==> src/rtl/pipeline_rr_arbiter_pkg.sv <==
// pipeline_rr_arbiter_pkg: shared state enum, default constants and tag width helper
package pipe_arb_pkg;
  typedef enum logic [1:0] {IDLE, ACTIVE, FLUSH, HOLD} state_t;
  localparam int DEF_NUM_REQ    = 4;
  localparam int DEF_DATA_W     = 32;
  localparam int DEF_MAX_BURST  = 4;
  localparam int DEF_FLUSH_HOLD = 3;
  function automatic int tag_w(input int n);
    return (n > 1) ? $clog2(n) : 1;
  endfunction
endpackage

==> src/rtl/pipeline_rr_arbiter_if.sv <==
// pipeline_rr_arbiter_if: requester and pipeline-chain handshake bundle
//   master: requesters plus chain side (drives req_*, flush_req, pipe_stall)
//   slave : the arbiter (drives req_stall, pipe_*, busy)
interface pipeline_rr_arbiter_if import pipe_arb_pkg::*; #(
  parameter int NUM_REQ = DEF_NUM_REQ,
  parameter int DATA_W  = DEF_DATA_W,
  parameter int TAG_W   = tag_w(NUM_REQ)
);
  logic [NUM_REQ-1:0]        req_valid;
  logic [NUM_REQ*DATA_W-1:0] req_data;
  logic [NUM_REQ-1:0]        req_stall;
  logic                      flush_req;
  logic                      pipe_stall;
  logic                      pipe_valid;
  logic [DATA_W-1:0]         pipe_data;
  logic [TAG_W-1:0]          pipe_tag;
  logic                      pipe_flush;
  logic                      busy;
  modport master (
    output req_valid, req_data, flush_req, pipe_stall,
    input  req_stall, pipe_valid, pipe_data, pipe_tag, pipe_flush, busy
  );
  modport slave (
    input  req_valid, req_data, flush_req, pipe_stall,
    output req_stall, pipe_valid, pipe_data, pipe_tag, pipe_flush, busy
  );
endinterface

==> src/rtl/pipeline_rr_arbiter_picker.sv <==
// rr_priority_picker: first valid requester at or above i_ptr, wrapping at NUM_REQ
//   i_req_valid: request vector     i_ptr: highest-priority index
//   o_any: some request valid       o_grant: one-hot winner   o_idx: winner index
module rr_priority_picker #(
  parameter int NUM_REQ = 4,
  parameter int TAG_W   = 2
) (
  input  logic [NUM_REQ-1:0] i_req_valid,
  input  logic [TAG_W-1:0]   i_ptr,
  output logic               o_any,
  output logic [NUM_REQ-1:0] o_grant,
  output logic [TAG_W-1:0]   o_idx
);
  logic [2*NUM_REQ-1:0] w_dbl;
  logic [NUM_REQ-1:0]   w_rot;
  logic [TAG_W-1:0]     w_off;
  logic [TAG_W:0]       w_sum;
  // rotate so bit 0 is the pointer position, then take the lowest set bit
  assign w_dbl = {i_req_valid, i_req_valid};
  assign w_rot = NUM_REQ'(w_dbl >> i_ptr);
  always_comb begin
    w_off = '0;
    for (int k = NUM_REQ - 1; k >= 0; k--)
      if (w_rot[k]) w_off = TAG_W'(k);
  end
  assign w_sum   = {1'b0, i_ptr} + {1'b0, w_off};
  assign o_any   = |i_req_valid;
  assign o_idx   = (w_sum >= (TAG_W+1)'(NUM_REQ)) ? TAG_W'(w_sum - (TAG_W+1)'(NUM_REQ)) : TAG_W'(w_sum);
  assign o_grant = o_any ? ({{(NUM_REQ-1){1'b0}}, 1'b1} << o_idx) : '0;
endmodule

==> src/rtl/pipeline_rr_arbiter.sv <==
// pipeline_rr_arbiter: round-robin arbiter with burst limit feeding one pipeline slot, plus flush/hold sequencing
//   clk, reset (async, active-high)
//   bus (slave): req_valid/req_data/req_stall per requester, flush_req, pipe_stall in;
//                pipe_valid/pipe_data/pipe_tag/pipe_flush/busy out
module pipeline_rr_arbiter import pipe_arb_pkg::*; #(
  parameter int NUM_REQ    = DEF_NUM_REQ,
  parameter int DATA_W     = DEF_DATA_W,
  parameter int MAX_BURST  = DEF_MAX_BURST,
  parameter int FLUSH_HOLD = DEF_FLUSH_HOLD
) (
  input logic clk,
  input logic reset,
  pipeline_rr_arbiter_if.slave bus
);
  localparam int TAG_W = tag_w(NUM_REQ);
  localparam int CW    = $clog2(MAX_BURST + 1);
  localparam int HW    = tag_w(FLUSH_HOLD);
  state_t              r_state;
  logic                r_valid;
  logic                r_flush;
  logic [DATA_W-1:0]   r_data;
  logic [TAG_W-1:0]    r_tag;
  logic [TAG_W-1:0]    r_ptr;
  logic [TAG_W-1:0]    r_last;
  logic [CW-1:0]       r_cnt;
  logic [HW-1:0]       r_hold;
  logic                w_any;
  logic [NUM_REQ-1:0]  w_grant;
  logic [TAG_W-1:0]    w_idx;
  logic                w_free;
  logic                w_load;
  logic [CW-1:0]       w_run;
  logic                w_rot;
  logic [TAG_W-1:0]    w_nxt;
  rr_priority_picker #(.NUM_REQ(NUM_REQ), .TAG_W(TAG_W)) u_pick (
    .i_req_valid(bus.req_valid),
    .i_ptr      (r_ptr),
    .o_any      (w_any),
    .o_grant    (w_grant),
    .o_idx      (w_idx)
  );
  assign w_free = !r_valid || !bus.pipe_stall;
  // reset is folded in so every requester sees stall while reset is asserted
  assign w_load = !reset && (r_state == IDLE || r_state == ACTIVE) && !bus.flush_req && w_free && w_any;
  assign w_run  = (w_idx == r_last) ? r_cnt + CW'(1) : CW'(1);
  assign w_rot  = w_run == CW'(MAX_BURST);
  assign w_nxt  = (w_idx == TAG_W'(NUM_REQ - 1)) ? '0 : w_idx + 1'b1;
  assign bus.req_stall  = ~(w_load ? w_grant : '0);
  assign bus.pipe_valid = r_valid;
  assign bus.pipe_data  = r_data;
  assign bus.pipe_tag   = r_tag;
  assign bus.pipe_flush = r_flush;
  assign bus.busy       = r_valid || r_state == FLUSH || r_state == HOLD;
  always_ff @(posedge clk or posedge reset) begin
    if (reset) begin
      r_state <= IDLE;
      r_valid <= 1'b0;
      r_flush <= 1'b0;
      r_data  <= '0;
      r_tag   <= '0;
      r_ptr   <= '0;
      r_last  <= '0;
      r_cnt   <= '0;
      r_hold  <= '0;
    end else if (bus.flush_req && r_state != FLUSH && r_state != HOLD) begin
      r_state <= FLUSH;
      r_flush <= 1'b1;
      r_valid <= 1'b0;
      r_data  <= '0;
      r_tag   <= '0;
    end else if (r_state == FLUSH || r_state == HOLD) begin
      r_flush <= 1'b0;
      // a flush request during the hold restarts the quiet window
      if (bus.flush_req || r_state == FLUSH) begin
        r_state <= HOLD;
        r_hold  <= HW'(FLUSH_HOLD - 1);
      end else if (r_hold == '0) r_state <= IDLE;
      else r_hold <= r_hold - 1'b1;
    end else if (w_load) begin
      r_state <= ACTIVE;
      r_valid <= 1'b1;
      r_data  <= bus.req_data[w_idx*DATA_W +: DATA_W];
      r_tag   <= w_idx;
      r_last  <= w_idx;
      r_cnt   <= w_rot ? '0 : w_run;
      r_ptr   <= w_rot ? w_nxt : w_idx;
    end else if (r_valid && !bus.pipe_stall) begin
      r_state <= IDLE;
      r_valid <= 1'b0;
    end
  end
endmodule

==> src/flat_wrapper.sv <==
// flat-port wrapper written by rule: the top's interface ports become plain ports
module pipeline_rr_arbiter_flat import pipe_arb_pkg::*;
#(
  parameter int NUM_REQ    = DEF_NUM_REQ,
  parameter int DATA_W     = DEF_DATA_W,
  parameter int MAX_BURST  = DEF_MAX_BURST,
  parameter int FLUSH_HOLD = DEF_FLUSH_HOLD
)
  (clk, reset, bus_req_valid, bus_req_data, bus_flush_req, bus_pipe_stall, bus_req_stall, bus_pipe_valid, bus_pipe_data, bus_pipe_tag, bus_pipe_flush, bus_busy);
  pipeline_rr_arbiter_if #(.NUM_REQ(NUM_REQ), .DATA_W(DATA_W)) bus_i ();
  input logic clk;
  input logic reset;
  input wire logic [$bits(bus_i.req_valid)-1:0] bus_req_valid;
  input wire logic [$bits(bus_i.req_data)-1:0] bus_req_data;
  input wire logic [$bits(bus_i.flush_req)-1:0] bus_flush_req;
  input wire logic [$bits(bus_i.pipe_stall)-1:0] bus_pipe_stall;
  output wire logic [$bits(bus_i.req_stall)-1:0] bus_req_stall;
  output wire logic [$bits(bus_i.pipe_valid)-1:0] bus_pipe_valid;
  output wire logic [$bits(bus_i.pipe_data)-1:0] bus_pipe_data;
  output wire logic [$bits(bus_i.pipe_tag)-1:0] bus_pipe_tag;
  output wire logic [$bits(bus_i.pipe_flush)-1:0] bus_pipe_flush;
  output wire logic [$bits(bus_i.busy)-1:0] bus_busy;
  assign bus_i.req_valid = bus_req_valid;
  assign bus_i.req_data = bus_req_data;
  assign bus_i.flush_req = bus_flush_req;
  assign bus_i.pipe_stall = bus_pipe_stall;
  assign bus_req_stall = bus_i.req_stall;
  assign bus_pipe_valid = bus_i.pipe_valid;
  assign bus_pipe_data = bus_i.pipe_data;
  assign bus_pipe_tag = bus_i.pipe_tag;
  assign bus_pipe_flush = bus_i.pipe_flush;
  assign bus_busy = bus_i.busy;
  pipeline_rr_arbiter #(.NUM_REQ(NUM_REQ), .DATA_W(DATA_W), .MAX_BURST(MAX_BURST), .FLUSH_HOLD(FLUSH_HOLD)) u_core (.clk(clk), .reset(reset), .bus(bus_i));
endmodule
==> config.mk <==
export PLATFORM = sky130hd
export DESIGN_NAME = pipeline_rr_arbiter_flat
export DESIGN_NICKNAME = d
export VERILOG_FILES = /design/src/rtl/pipeline_rr_arbiter_pkg.sv /design/src/rtl/pipeline_rr_arbiter_if.sv /design/src/rtl/pipeline_rr_arbiter_picker.sv /design/src/rtl/pipeline_rr_arbiter.sv /design/src/flat_wrapper.sv
export SDC_FILE = /design/constraint.sdc
export NUM_CORES = 1
export LEC_CHECK = 0
export CAP_MARGIN = 10
export CORE_ASPECT_RATIO = 0.75
export CORE_MARGIN = 8
export CORE_UTILIZATION = 38
export DETAILED_ROUTE_END_ITERATION = 7
export PLACE_DENSITY = 0.81
export SLEW_MARGIN = 40
export SYNTH_ARGS = -nofsm -noshare
export SYNTH_HDL_FRONTEND = slang
export SYNTH_SLANG_ARGS = --single-unit
==> constraint.sdc <==
create_clock -name clk -period 3.7 [get_ports clk]
set_input_delay 0.74 -clock clk [delete_from_list [all_inputs] [get_ports clk]]
set_output_delay 0.74 -clock clk [all_outputs]
set_load 0.03 [all_outputs]
==> results.sh, run 1 <==
export IMPL_cts_tree="done"
export IMPL_rsz0062_at_grt="false"
export IMPL_rows=28
export IMPL_grt_first_pass_wirelength_um=14800
export IMPL_place_gp_congestion=0.760
export IMPL_netlist_area_sq_mm=0.00299
export IMPL_power_leakage_nw=2.16
export IMPL_cts_max_path_buffers=2
export IMPL_cp_data_required_time_ps=2960
export IMPL_ys_warnings_count=0
export IMPL_worstSetupPathType="in -> out"
export IMPL_grt_antenna_before_repair=0
export IMPL_die_y_um=92.9
export IMPL_die_w_um=118
export IMPL_clk_pin_slew_worst_paths_ps=80
export IMPL_drtIter0Drc=101
export IMPL_h_tree_depth=2
export IMPL_cp_cell_sequence="dlygate4sd2_1 > or2b_1 > o21ai_0 > a2bb2oi_1 > a21oi_1 > ha_2 > xnor2_4 > xnor2_2 > buf_4 > ha_2 > nand2_1 > buf_6"
export IMPL_fin_nets=548
export IMPL_route_detailed_drc=0
export IMPL_diodes=0
export IMPL_crit_path_max_incr_delay_ps=290
export IMPL_critPathMaxFanout=6
export IMPL_ys_types=36
export IMPL_path_buf_inv=3
export IMPL_outcome="finished clean"
export IMPL_synth_seq_area_share=0.393
export IMPL_clock_sinks=47
export IMPL_grt_pass1_vias=2903
export IMPL_place_inst=502
export IMPL_fin_crit_ps=3470
export IMPL_via_per_inst=5.30
export IMPL_firstDrtPassIters=4
export IMPL_yosys_area_top_type="dfrtp_1"
export IMPL_vias=2708
export IMPL_synth_edff_count=0
export IMPL_initial_utilization=0.385
export IMPL_cpMaxStageDelayCell="dlygate4sd2_1"
export IMPL_min_from="u_core.r_hold[0]$_DFFE_PP0P_"
export IMPL_drv_cap=0
export IMPL_cts_buffers=5
export IMPL_vdd_drop_max_mv=0.416
export IMPL_rr_startpoint="u_core.r_ptr[1]$_DFFE_PP0P_"
export IMPL_io_pins=177
export IMPL_startpoint="bus_req_valid[1]"
export IMPL_grt_start_max_net_pins=48
export IMPL_async_flop_share=1.00
export IMPL_finalSetupViolCount=0
export IMPL_startpoint_type="primary input"
export IMPL_arrival_ps=2730
export IMPL_synthFlopType="dfrtp_1"
export IMPL_multi_input_area_sq_mm=0.00171
export IMPL_ff_latch_area_sq_mm=0.00118
export IMPL_cp_end_kind="primary output"
export IMPL_clk_latency_ps=290
export IMPL_syn_to_final_growth_pct=68.0
export IMPL_drv_slew=0
export IMPL_wl_um=9700
export IMPL_synth_area_leaders="dfrtp_1 39%, mux4_1 28%, a22o_1 9.4%"
export IMPL_post_route_util=0.647
export IMPL_skew_ps=4.49
export IMPL_drtAntennaViolNets=0
export IMPL_p_per_area_mw_per_mm2=817
export IMPL_cp_top_family="buffers and inverters"
export IMPL_fp_coreArea_sq_mm=0.00778
export IMPL_drive_above_1_share=0.0887
export IMPL_ctsHoldBuffers=0
export IMPL_syn_avg_cell_area_sq_um=13.1
export IMPL_fmaxAchievable_mhz=288
export IMPL_fin_cells=511
export IMPL_synth_top_area_share=0.393
export IMPL_synth_nets=372
export IMPL_fp_dieArea_sq_mm=0.0110
export IMPL_grt_use_total=0.169
export IMPL_detail_route_wl_per_cell_um=19.0
export IMPL_hold_viol_final=0
export IMPL_overflow=0
export IMPL_io_buffers=176
export IMPL_syn_inst=229
export IMPL_tns_ps=0
export IMPL_period_share=0.937
export IMPL_cp_common_cell="ha_2"
export IMPL_hp_class="reg -> reg"
export IMPL_dpl_hpwl_um=7950
export IMPL_timing_slew_headroom=0.565
export IMPL_root_buffer="clkbuf_8"
export IMPL_n_fill_cell=630
export IMPL_ys_ff_latch=47
export IMPL_worst_pin_slew_ps=652
[cell type report]
class	instances	share of cell area
clock buffer	6	0.0164
inverter	14	0.0109
tap	105	0.0261
timing repair buffer	187	0.367
clock inverter	2	0.00697
multi-input combinational	150	0.339
sequential	47	0.234
[routing by layer]
layer / vias up / global-route usage / part of all wire
met2: 140 / 0.296 / 0.50
met3: 12 / 0.0754 / 0.098
li1: 1269 / - / -
met5: - / 0 / 0
met4: 0 / 0.0420 / 0.016
met1: 1287 / 0.185 / 0.39
[where the power goes]
| group | total (W) | internal (W) | switching [W] |
|---|---|---|---|
| Clock | 0.000388 | 0.000219 | 0.000169 |
| Combinational | 0.00284 | 0.00149 | 0.00135 |
| Sequential | 0.000879 | 0.000720 | 0.000159 |
| Total | 0.00411 | 0.00243 | 0.00168 |
[synthesized netlist by cell type (2+ instances only)]
library cell  number
nor2b_1            3
nand3_1            2
clkbuf_1          14
a21oi_1            5
xnor2_1            4
o21ai_0           14
ha_1               7
a22o_1            32
dfrtp_1           47
o32ai_1            2
nor2_1            12
inv_1             13
nand2b_1           2
a2bb2oi_1          2
buf_6              3
mux4_1            32
nand2_1           16
[cells by family after synthesis]
logic type	count (synthesis)	synth area share
buffers and inverters	32	0.0481
adders and majority gates	7	0.0293
and+or+nand+nor	43	0.0677
muxes	32	0.281
DFF	47	0.393
xor gates and xnor gates	5	0.0171
AOI/OAI and AO/OA	63	0.164
[through the flow]
| stage | hold WS (ps) | setup slack, ps | area (sq um) | total power (W) |
|---|---|---|---|---|
| final | 494 | 233 | 5030 | 0.00411 |
| after global routing | 524 | 106 | 5030 | 0.00438 |
| after CTS | 504 | 11.6 | 5010 | 0.00413 |
| after detailed placement | 480 | -108 | 4870 | 0.00370 |
| after global placement | 476 | 40.6 | 4870 | 0.00361 |
| after floorplan | 454 | 170 | 2990 | 0.00281 |
[final timing paths]
kind	end	slack, ps	cells past startpoint
worst max-delay path	bus_req_stall[0]	230	12
worst min-delay path	u_core.r_hold[0]$_DFFE_PP0P_	490	1
worst max register to register	u_core.r_ptr[0]$_DFFE_PP0P_	940	9
worst min register to register	u_core.r_hold[0]$_DFFE_PP0P_	490	1
max in group asynchronous	u_core.r_last[0]$_DFFE_PP0P_	2420	2
min in group asynchronous	u_core.r_ptr[1]$_DFFE_PP0P_	900	2
[state kept, by name (all words and copies together) (netlist names)]
name	flops
u_core.r_hold	2
u_core.r_last	2
u_core.bus.pipe_valid	1
u_core.bus.pipe_tag	2
u_core.bus.pipe_flush	1
u_core.bus.pipe_data	32
u_core.r_state	2
u_core.r_cnt	3
u_core.r_ptr	2
[layout by cell type, fill, tap and decap left out, types with 3 or more instances in the layout]
cell type        Yosys  routed
clkdlybuf4s50_1      0     168
dfrtp_1             47      47
mux4_1              32      32
a22o_1              32      32
nand2_1             16      16
buf_4                0      14
o21ai_0             14      13
nor2_1              12      12
inv_1               13      11
clkbuf_8             0       6
a21oi_1              5       5
ha_1                 7       5
nor2b_1              3       3
xnor2_1              4       3
dlymetal6s2s_1       0       3
[timing repair]
action	4_1_cts	5_1_grt
pin swaps	1	4
resized for setup	3	7
endpoints found under the setup margin	4	4
buffers inserted	0	1
Note: power is estimated with default switching activity, not from simulation.
==> run 2: changes to the inputs <==
- CORE_UTILIZATION: 38 -> 35
- PLACE_DENSITY: 0.81 -> 0.76
==> results.sh, run 2 (synthesis results as in run 1) <==
export IMPL_arrival_ps=2840
export IMPL_fmaxAchievable_mhz=279
export IMPL_timing_slew_headroom=0.548
export IMPL_period_share=0.968
export IMPL_diodes=0
export IMPL_drive_above_1_share=0.0815
export IMPL_largest_reg_flops=32
export IMPL_wl_um=9470
export IMPL_die_y_um=96.1
export IMPL_p_int_w=0.00245
export IMPL_rows=29
export IMPL_cpMaxStageDelayCell="clkdlybuf4s50_1"
export IMPL_ctsHoldBuffers=0
export IMPL_via_per_inst=5.27
export IMPL_final_area_sq_mm=0.00505
export IMPL_switching_share=0.405
export IMPL_grt_antenna_before_repair=0
export IMPL_crit_path_max_incr_delay_ps=480
export IMPL_root_buffer="clkbuf_16"
export IMPL_fp_dieArea_sq_mm=0.0118
export IMPL_clock_sinks=47
export IMPL_firstDrtPassIters=5
export IMPL_postPlaceCellArea_sq_mm=0.00488
export IMPL_finalWorstSetupSlack_ps=120
export IMPL_rr_startpoint="u_core.r_ptr[1]$_DFFE_PP0P_"
export IMPL_fp_coreArea_sq_mm=0.00838
export IMPL_initial_utilization=0.357
export IMPL_detail_route_wl_per_cell_um=18.5
export IMPL_place_gp_congestion=0.771
export IMPL_r2r_end="u_core.bus.pipe_data[31]$_DFFE_PP0P_"
export IMPL_power_w=0.00412
export IMPL_rr_worst_depth=8
export IMPL_cp_cell_sequence="clkdlybuf4s50_1 > or2b_1 > o21ai_0 > a2bb2oi_1 > a21oi_1 > ha_2 > xnor2_4 > xnor2_2 > buf_4 > ha_1 > nand2_1 > buf_6"
export IMPL_startpoint_type="primary input"
export IMPL_grt_pass1_vias=2982
export IMPL_syn_to_final_growth_pct=68.8
export IMPL_post_route_util=0.603
export IMPL_clk_pin_slew_worst_paths_ps=60
export IMPL_cts_tree="done"
export IMPL_place_ws_ps=-59.2
export IMPL_die_w_um=123
export IMPL_cp_data_required_time_ps=2960
export IMPL_drtIter0Drc=135
export IMPL_worst_pin_slew_ps=677
export IMPL_io_pins=177
export IMPL_min_from="u_core.bus.pipe_flush$_DFFE_PP0P_"
export IMPL_dpl_hpwl_um=7770
export IMPL_cts_buffers=5
export IMPL_critPathMaxFanout=3
export IMPL_grt_use_total=0.155
export IMPL_grt_start_max_net_pins=48
export IMPL_h_tree_depth=2
export IMPL_n_fill_cell=692
export IMPL_finalSetupViolCount=0
export IMPL_drv_cap=0
export IMPL_worstSetupPathType="in -> out"
export IMPL_grt_first_pass_wirelength_um=14400
export IMPL_overflow=0
export IMPL_route_detailed_drc=0
export IMPL_startpoint="bus_req_valid[2]"
export IMPL_crit_path_end="bus_req_stall[1]"
export IMPL_io_buffers=176
export IMPL_p_per_area_mw_per_mm2=814
export IMPL_r2r_slack_ps=980
export IMPL_fin_crit_ps=3580
export IMPL_vias=2703
export IMPL_skew_ps=2.66
export IMPL_mostFrequentLayoutCells="172 x clkdlybuf4s50_1, 47 x dfrtp_1, 32 x mux4_1, 32 x a22o_1, 16 x nand2_1"
export IMPL_hold_viol_final=0
export IMPL_fin_nets=548
export IMPL_clock_power_share=0.105
export IMPL_cp_end_kind="primary output"
export IMPL_seqPwrFrac=0.213
export IMPL_tns_ps=0
export IMPL_hp_class="reg -> reg"
export IMPL_drtAntennaViolNets=0
export IMPL_layout_commonest_cell="clkdlybuf4s50_1"
export IMPL_switchingPower_w=0.00167
export IMPL_clk_latency_ps=270
export IMPL_drv_slew=0
export IMPL_outcome="finished clean"
export IMPL_power_leakage_nw=2.14
export IMPL_cts_max_path_buffers=2
export IMPL_vdd_drop_max_mv=0.529
export IMPL_comb_power_share=0.682
-- run 2: layer usage --
metal  part of all wire  global-route usage  vias up
met2               0.50               0.270      131
met3               0.13              0.0686        2
met4             0.0032              0.0324        0
li1                   -                   -     1268
met5                  0                   0        -
met1               0.37               0.174     1302
-- run 2: worst max-delay path: cells and delay by family --
kind | cells | cell delay, ps
adders and majority gates | 2 | 370
and+or+nand+nor | 2 | 310
AOI/OAI and AO/OA | 3 | 320
buffers and inverters | 3 | 800
xor gates and xnor gates | 2 | 300
-- run 2: cell type report --
| class | count | area, sq um | share of cell area |
|---|---|---|---|
| clock inverter | 1 | 5.00 | 0.000990 |
| inverter | 14 | 55.1 | 0.0109 |
| sequential | 47 | 1180 | 0.233 |
| multi-input combinational | 150 | 1700 | 0.337 |
| clock buffer | 6 | 139 | 0.0275 |
| timing repair buffer | 187 | 1840 | 0.364 |
| tap | 108 | 135 | 0.0267 |
-- run 2: power groups by stage --
| stage | combinational (W) | clock (W) | sequential, W |
|---|---|---|---|
| floorplan | 0.00166 | 0 | 0.00116 |
| global route | 0.00302 | 0.000473 | 0.000910 |
| CTS | 0.00281 | 0.000447 | 0.000874 |
| detailed placement | 0.00279 | 0 | 0.000874 |
| global placement | 0.00272 | 0 | 0.000868 |
| finish | 0.00281 | 0.000431 | 0.000876 |
-- run 2: how the worst min path moves through the flow --
stage	to	cells past startpoint
2_1_floorplan	u_core.r_cnt[1]$_DFFE_PP0P_	2
5_1_grt	u_core.r_hold[0]$_DFFE_PP0P_	1
3_5_place_dp	u_core.bus.pipe_flush$_DFFE_PP0P_	2
3_3_place_gp	u_core.r_cnt[1]$_DFFE_PP0P_	2
4_1_cts	u_core.bus.pipe_flush$_DFFE_PP0P_	2
6_report	u_core.bus.pipe_flush$_DFFE_PP0P_	2
-- run 2: what timing repair did --
action                                 CTS  global route
setup endpoints to repair                4             4
endpoints found under the hold margin    0             0
setup buffers                            0             1
resized for setup                        1             4
pin swaps                                0             3
-- run 2: metrics by stage --
stage          std cells  hold WS, ps
5_1_grt              513          516
3_3_place_gp         505          476
3_5_place_dp         505          482
2_1_floorplan        229          454
4_1_cts              512          496
6_report             513          490
==> RTL change 1 (flow settings as in run 2) <==
`DEF_NUM_REQ`: 4 -> 8.
--- a/src/rtl/pipeline_rr_arbiter_pkg.sv
+++ b/src/rtl/pipeline_rr_arbiter_pkg.sv
@@ -2,5 +2,5 @@
 package pipe_arb_pkg;
   typedef enum logic [1:0] {IDLE, ACTIVE, FLUSH, HOLD} state_t;
-  localparam int DEF_NUM_REQ    = 4;
+  localparam int DEF_NUM_REQ    = 8;
   localparam int DEF_DATA_W     = 32;
   localparam int DEF_MAX_BURST  = 4;
Ports: changed (resized bus_pipe_tag, bus_req_data, bus_req_stall and bus_req_valid); port bits go from 177 to 314. No check against the original RTL was run, so the function may have changed too.
==> RTL change 1 against run 2 <==
  * The run now ends with negative setup slack left
  * Critical endpoint is now bus_req_stall[3]
  * Clock skew increased by 11 ps
  * Sequential share of layout area shrank 10 points
  * Wire length grew 140%
  * Power grew to 2.9 times the old value
  * Largest power group unchanged
  * Critical path type is now register to output port
  * Via count increased by 93%
  * Design area is 86% higher
  * Sequential power up 12%
  * Largest cell class unchanged
  * Area after synthesis rose by 54%
  * Worst setup slack got worse by 1100 ps
  * Sequential cell count increased by 3
==> RTL change 1: results (changes against run 2) <==
INFO  metric synth_sequential_area_ratio = 27.1% (-12 points)
INFO  metric layout.nets = 1084 (+98%)
INFO  metric critical-path-slowest-cell = fa_4
INFO  metric violations_in_the_final_reports = negative setup slack
INFO  metric dpl_cell_area = 8410 um2 (+72%)
INFO  metric iteration_count_of_the_initial_detailed_routing_pass = 6 (+1)
INFO  metric hold_path.startpoint = u_core.bus.pipe_data[18]$_DFFE_PP0P_
INFO  metric critical_path.reg2reg.startpoint = u_core.r_ptr[0]$_DFFE_PP0P_
INFO  metric routed_via_density = 5.34 (+1.4%)
INFO  metric cellLeakagePower = 0.00388 uW (+81%)
INFO  metric slew-limit-headroom = 57.6% (+2.8 points)
INFO  metric grt_start_max_net_pins = 51 (+6.3%)
INFO  metric yosys-top-cells-area = mux4_2, dfrtp_1, mux2i_1
INFO  metric post_cts_buffers = 23 (+23)
INFO  metric reg2regPathDepth = 18 (+10)
INFO  metric total_routed_wire_length_on_the_met1_layer = 8430 um (+140%)
INFO  metric global_route_wire_length_before_repair = 33600 um (+130%)
INFO  metric net_switching_power_figure = 4900 uW (+190%)
INFO  metric post_synth_most_frequent_cells = nand2_1, mux4_2, dfrtp_1
INFO  metric grt_pass1_vias = 5819 (+95%)
INFO  metric met3_resource_use_gr = 8.86% (+2.0 points)
INFO  metric ir_drop = 0.000888 V (+68%)
INFO  metric wl_met2 = 11900 um (+150%)
INFO  metric status = complete, but fails checks
INFO  metric setup_violations = 49 (+49)
INFO  metric finalWorstSetupSlack = -956 ps (-1080 ps)
INFO  metric synthesis.nets = 704 (+89%)
INFO  metric routed_wire_length_per_instance = 23.4 um (+27%)
INFO  metric power_combinational = 10400 uW (+270%)
INFO  metric fin_skew = 13.7 ps (+11.0 ps)
INFO  metric r2r_end = u_core.r_ptr[0]$_DFFE_PP0P_
INFO  metric path_delay_family = adder cells
INFO  metric seq_power_share = 8.3% (-13 points)
INFO  metric vias = 5226 (+93%)
## RTL change 1: final cells by class
class / instances / area, um2
Timing Repair Buffer: 411 / 4280
Fill cell: 860 / 3500
Multi-Input combinational cell: 324 / 3460
Sequential cell: 50 / 1250
Tap cell: 171 / 214
Clock buffer: 5 / 125
Inverter: 14 / 60.1
Clock inverter: 3 / 28.8
## RTL change 1: worst max-delay path by stage
stage	slack, ps	cells after the start	start	endpoint
2_1_floorplan	-530	18	bus_req_valid[7]	bus_req_stall[7]
3_3_place_gp	-1160	18	bus_req_valid[5]	u_core.r_ptr[0]$_DFFE_PP0P_
3_5_place_dp	-1370	18	bus_req_valid[6]	u_core.r_ptr[0]$_DFFE_PP0P_
4_1_cts	-820	17	u_core.r_ptr[0]$_DFFE_PP0P_	bus_req_stall[7]
5_1_grt	-1080	17	u_core.r_ptr[0]$_DFFE_PP0P_	bus_req_stall[7]
6_report	-960	17	u_core.r_ptr[0]$_DFFE_PP0P_	bus_req_stall[3]
## RTL change 1: worst register-to-register path: cells and delay by family (launching register included)
family | cells | cell delay [ps]
compound gates | 6 | 850
xor+xnor | 1 | 140
fa+ha+maj | 2 | 840
buf+inv | 3 | 400
flops | 1 | 510
mux | 2 | 650
simple gates | 4 | 1080
## RTL change 1: kinds of logic (layout without fill, tap and decap cells)
kind of cell | count (synthesis) | after routing | share of synthesized area, %
buffers and inverters | 52 | 433 | 5.61
xor gates and xnor gates | 7 | 7 | 1.73
AOI/OAI and AO/OA | 84 | 84 | 11.1
and+or+nand+nor | 121 | 121 | 12.0
muxes | 102 | 102 | 39.6
adders and majority gates | 10 | 10 | 2.87
DFF | 50 | 50 | 27.1
==> RTL change 2 (settings of run 2) <==
Made on the original files. Make the reset (`reset`) synchronous in one clocked block. Comments in the files are not updated.
--- a/src/rtl/pipeline_rr_arbiter.sv
+++ b/src/rtl/pipeline_rr_arbiter.sv
@@ -52,5 +52,5 @@
   assign bus.pipe_flush = r_flush;
   assign bus.busy       = r_valid || r_state == FLUSH || r_state == HOLD;
-  always_ff @(posedge clk or posedge reset) begin
+  always_ff @(posedge clk) begin
     if (reset) begin
       r_state <= IDLE;
Function: differs if reset is asserted again (counterexample within 4 cycles, from zero or initial values and one cycle with reset high); with reset held inactive, the same outputs for 4 cycles.
==> RTL change 2 against run 2 <==
  * Clock skew grew 2.7 ps
  * Sequential cell count is the same
  * Count of clock-buffer cells in the layout shrank 1
  * Design area shrank 2.5%
  * Worst setup slack gained 40 ps
  * Area after synthesis shrank 4.6%
  * Wire length grew 3.4%
  * Largest cell class unchanged
  * Highest routed layer unchanged
Power is not compared: it rests on default switching activity, and its combinational part moved more than twofold at a synthesized area within 25%.
==> RTL change 2: results (changes against run 2) <==
INFO  metric grt_start_max_net_pins = 38 (-21%)
INFO  metric wl = 9800 um (+3.4%)
INFO  metric post_synth_most_frequent_cells = dfxtp_1, a22o_1, mux4_1
INFO  metric non_clock_inverter_count = 7 (-7)
INFO  metric area_share_clock_buf_inv = 2.34% (-0.51 points)
INFO  metric area.share.sequential = 19.1% (-4.2 points)
INFO  metric r2r_end = u_core.bus.pipe_data[30]$_SDFFE_PP0P_
INFO  metric cts.root.buffer_cell = clkbuf_8
INFO  metric post_synth_fa_ha_maj_area_fraction = 3.07% (+0.14 points)
INFO  metric place.detailed.instances = 514 (+1.8%)
INFO  metric status = completed
INFO  metric layout.nonclk_buf_share = 37.8% (+1.4 points)
INFO  metric global_route_wire_length_before_repair = 14900 um (+3.9%)
INFO  metric hold_path.startpoint = u_core.r_cnt[1]$_SDFFE_PP0P_
INFO  metric finalWeightedCongestion = 0.768 (-0.39%)
INFO  metric routed_wire_length_per_instance = 18.7 um (+1.5%)
INFO  metric clk_pin_slew_worst_setup_hold_paths = 100 ps (+40 ps)
INFO  metric yosys.area_share.xor_xnor = 2.98% (+1.3 points)
INFO  metric groute.usage.overall = 16.5% (+1.0 points)
INFO  metric cpPeakStageDelay = 320 ps (-160 ps)
INFO  metric synthMuxAreaShare = 29.8% (+1.7 points)
INFO  metric multi_input_gate_share_of_the_layout_cell_area = 37.5% (+3.9 points)
INFO  metric critical-path-slowest-cell = o311a_1
INFO  metric filler_cell_count = 659 (-4.8%)
INFO  metric path_delay_family = buffers and inverters
INFO  metric insertion_delay = 290 ps (+20 ps)
INFO  metric drt_first_iter_violations = 177 (+31%)
INFO  metric arrival = 2800 ps (-40 ps)
INFO  metric dieArea = 11300 um2 (-3.9%)
INFO  metric holdCritPathClass = register to register
INFO  metric dpl_cell_area = 4750 um2 (-2.6%)
INFO  metric cts.repair.resized = 2 (+1)
INFO  metric post_synth_inst_count = 239 (+4.4%)
INFO  metric timing.reg2reg.setup_slack = 840 ps (-140 ps)
INFO  metric yosys-top-cells-area = dfxtp_1, mux4_1, a22o_1
INFO  metric critical_path.reg2reg.startpoint = u_core.r_ptr[0]$_SDFFE_PP0P_
INFO  metric iteration_count_of_the_initial_detailed_routing_pass = 4 (-1)
INFO  metric grt_pass1_vias = 2922 (-2.0%)
INFO  metric ir_drop = 0.000230 V
INFO  metric vias = 2785 (+3.0%)
INFO  metric pre_cts_slack = -156 ps (-96.5 ps)
INFO  metric synth-async-reset-ratio = 0% (-100 points)
INFO  metric crit_path_max_fanout = 6 (+3)
INFO  metric compound_cell_area_share_of_the_yosys_netlist = 17.4% (+0.97 points)
INFO  metric timing_worst_slew_pin_value = 453 ps (-224 ps)
INFO  metric hold-path-endpoint = u_core.r_cnt[1]$_SDFFE_PP0P_
## RTL change 2: cell types whose count changed in the layout (fill, tap and decap cells not counted), moves of 4 or more
cell / change
clkdlybuf4s50_1: -4
nor3_1: +4
inv_1: -6
o21ai_0: -10
clkbuf_16: -5
mux4_1: -5
mux4_2: +5
dfrtp_1: -47
dfxtp_1: +47
clkbuf_8: +4
dlymetal6s2s_1: +4
## RTL change 2: layer usage
layer	track usage [%]	routed length, um	up-vias
met4	2.90	100	0
met1	17.0	3620	1307
li1	-	-	1322
met3	8.77	1230	10
met2	29.7	4850	146
met5	0	0	-
## RTL change 2: worst max path at each step
stage | from | to | slack [ps]
global route | bus_req_valid[3] | bus_req_stall[3] | 60
finish | bus_req_valid[3] | bus_req_stall[3] | 160
CTS | bus_req_valid[3] | bus_req_stall[3] | 9
detailed placement | bus_req_valid[2] | bus_req_stall[3] | -160
global placement | bus_req_valid[1] | bus_req_stall[3] | -8
floorplan | bus_req_valid[1] | bus_req_stall[0] | 180
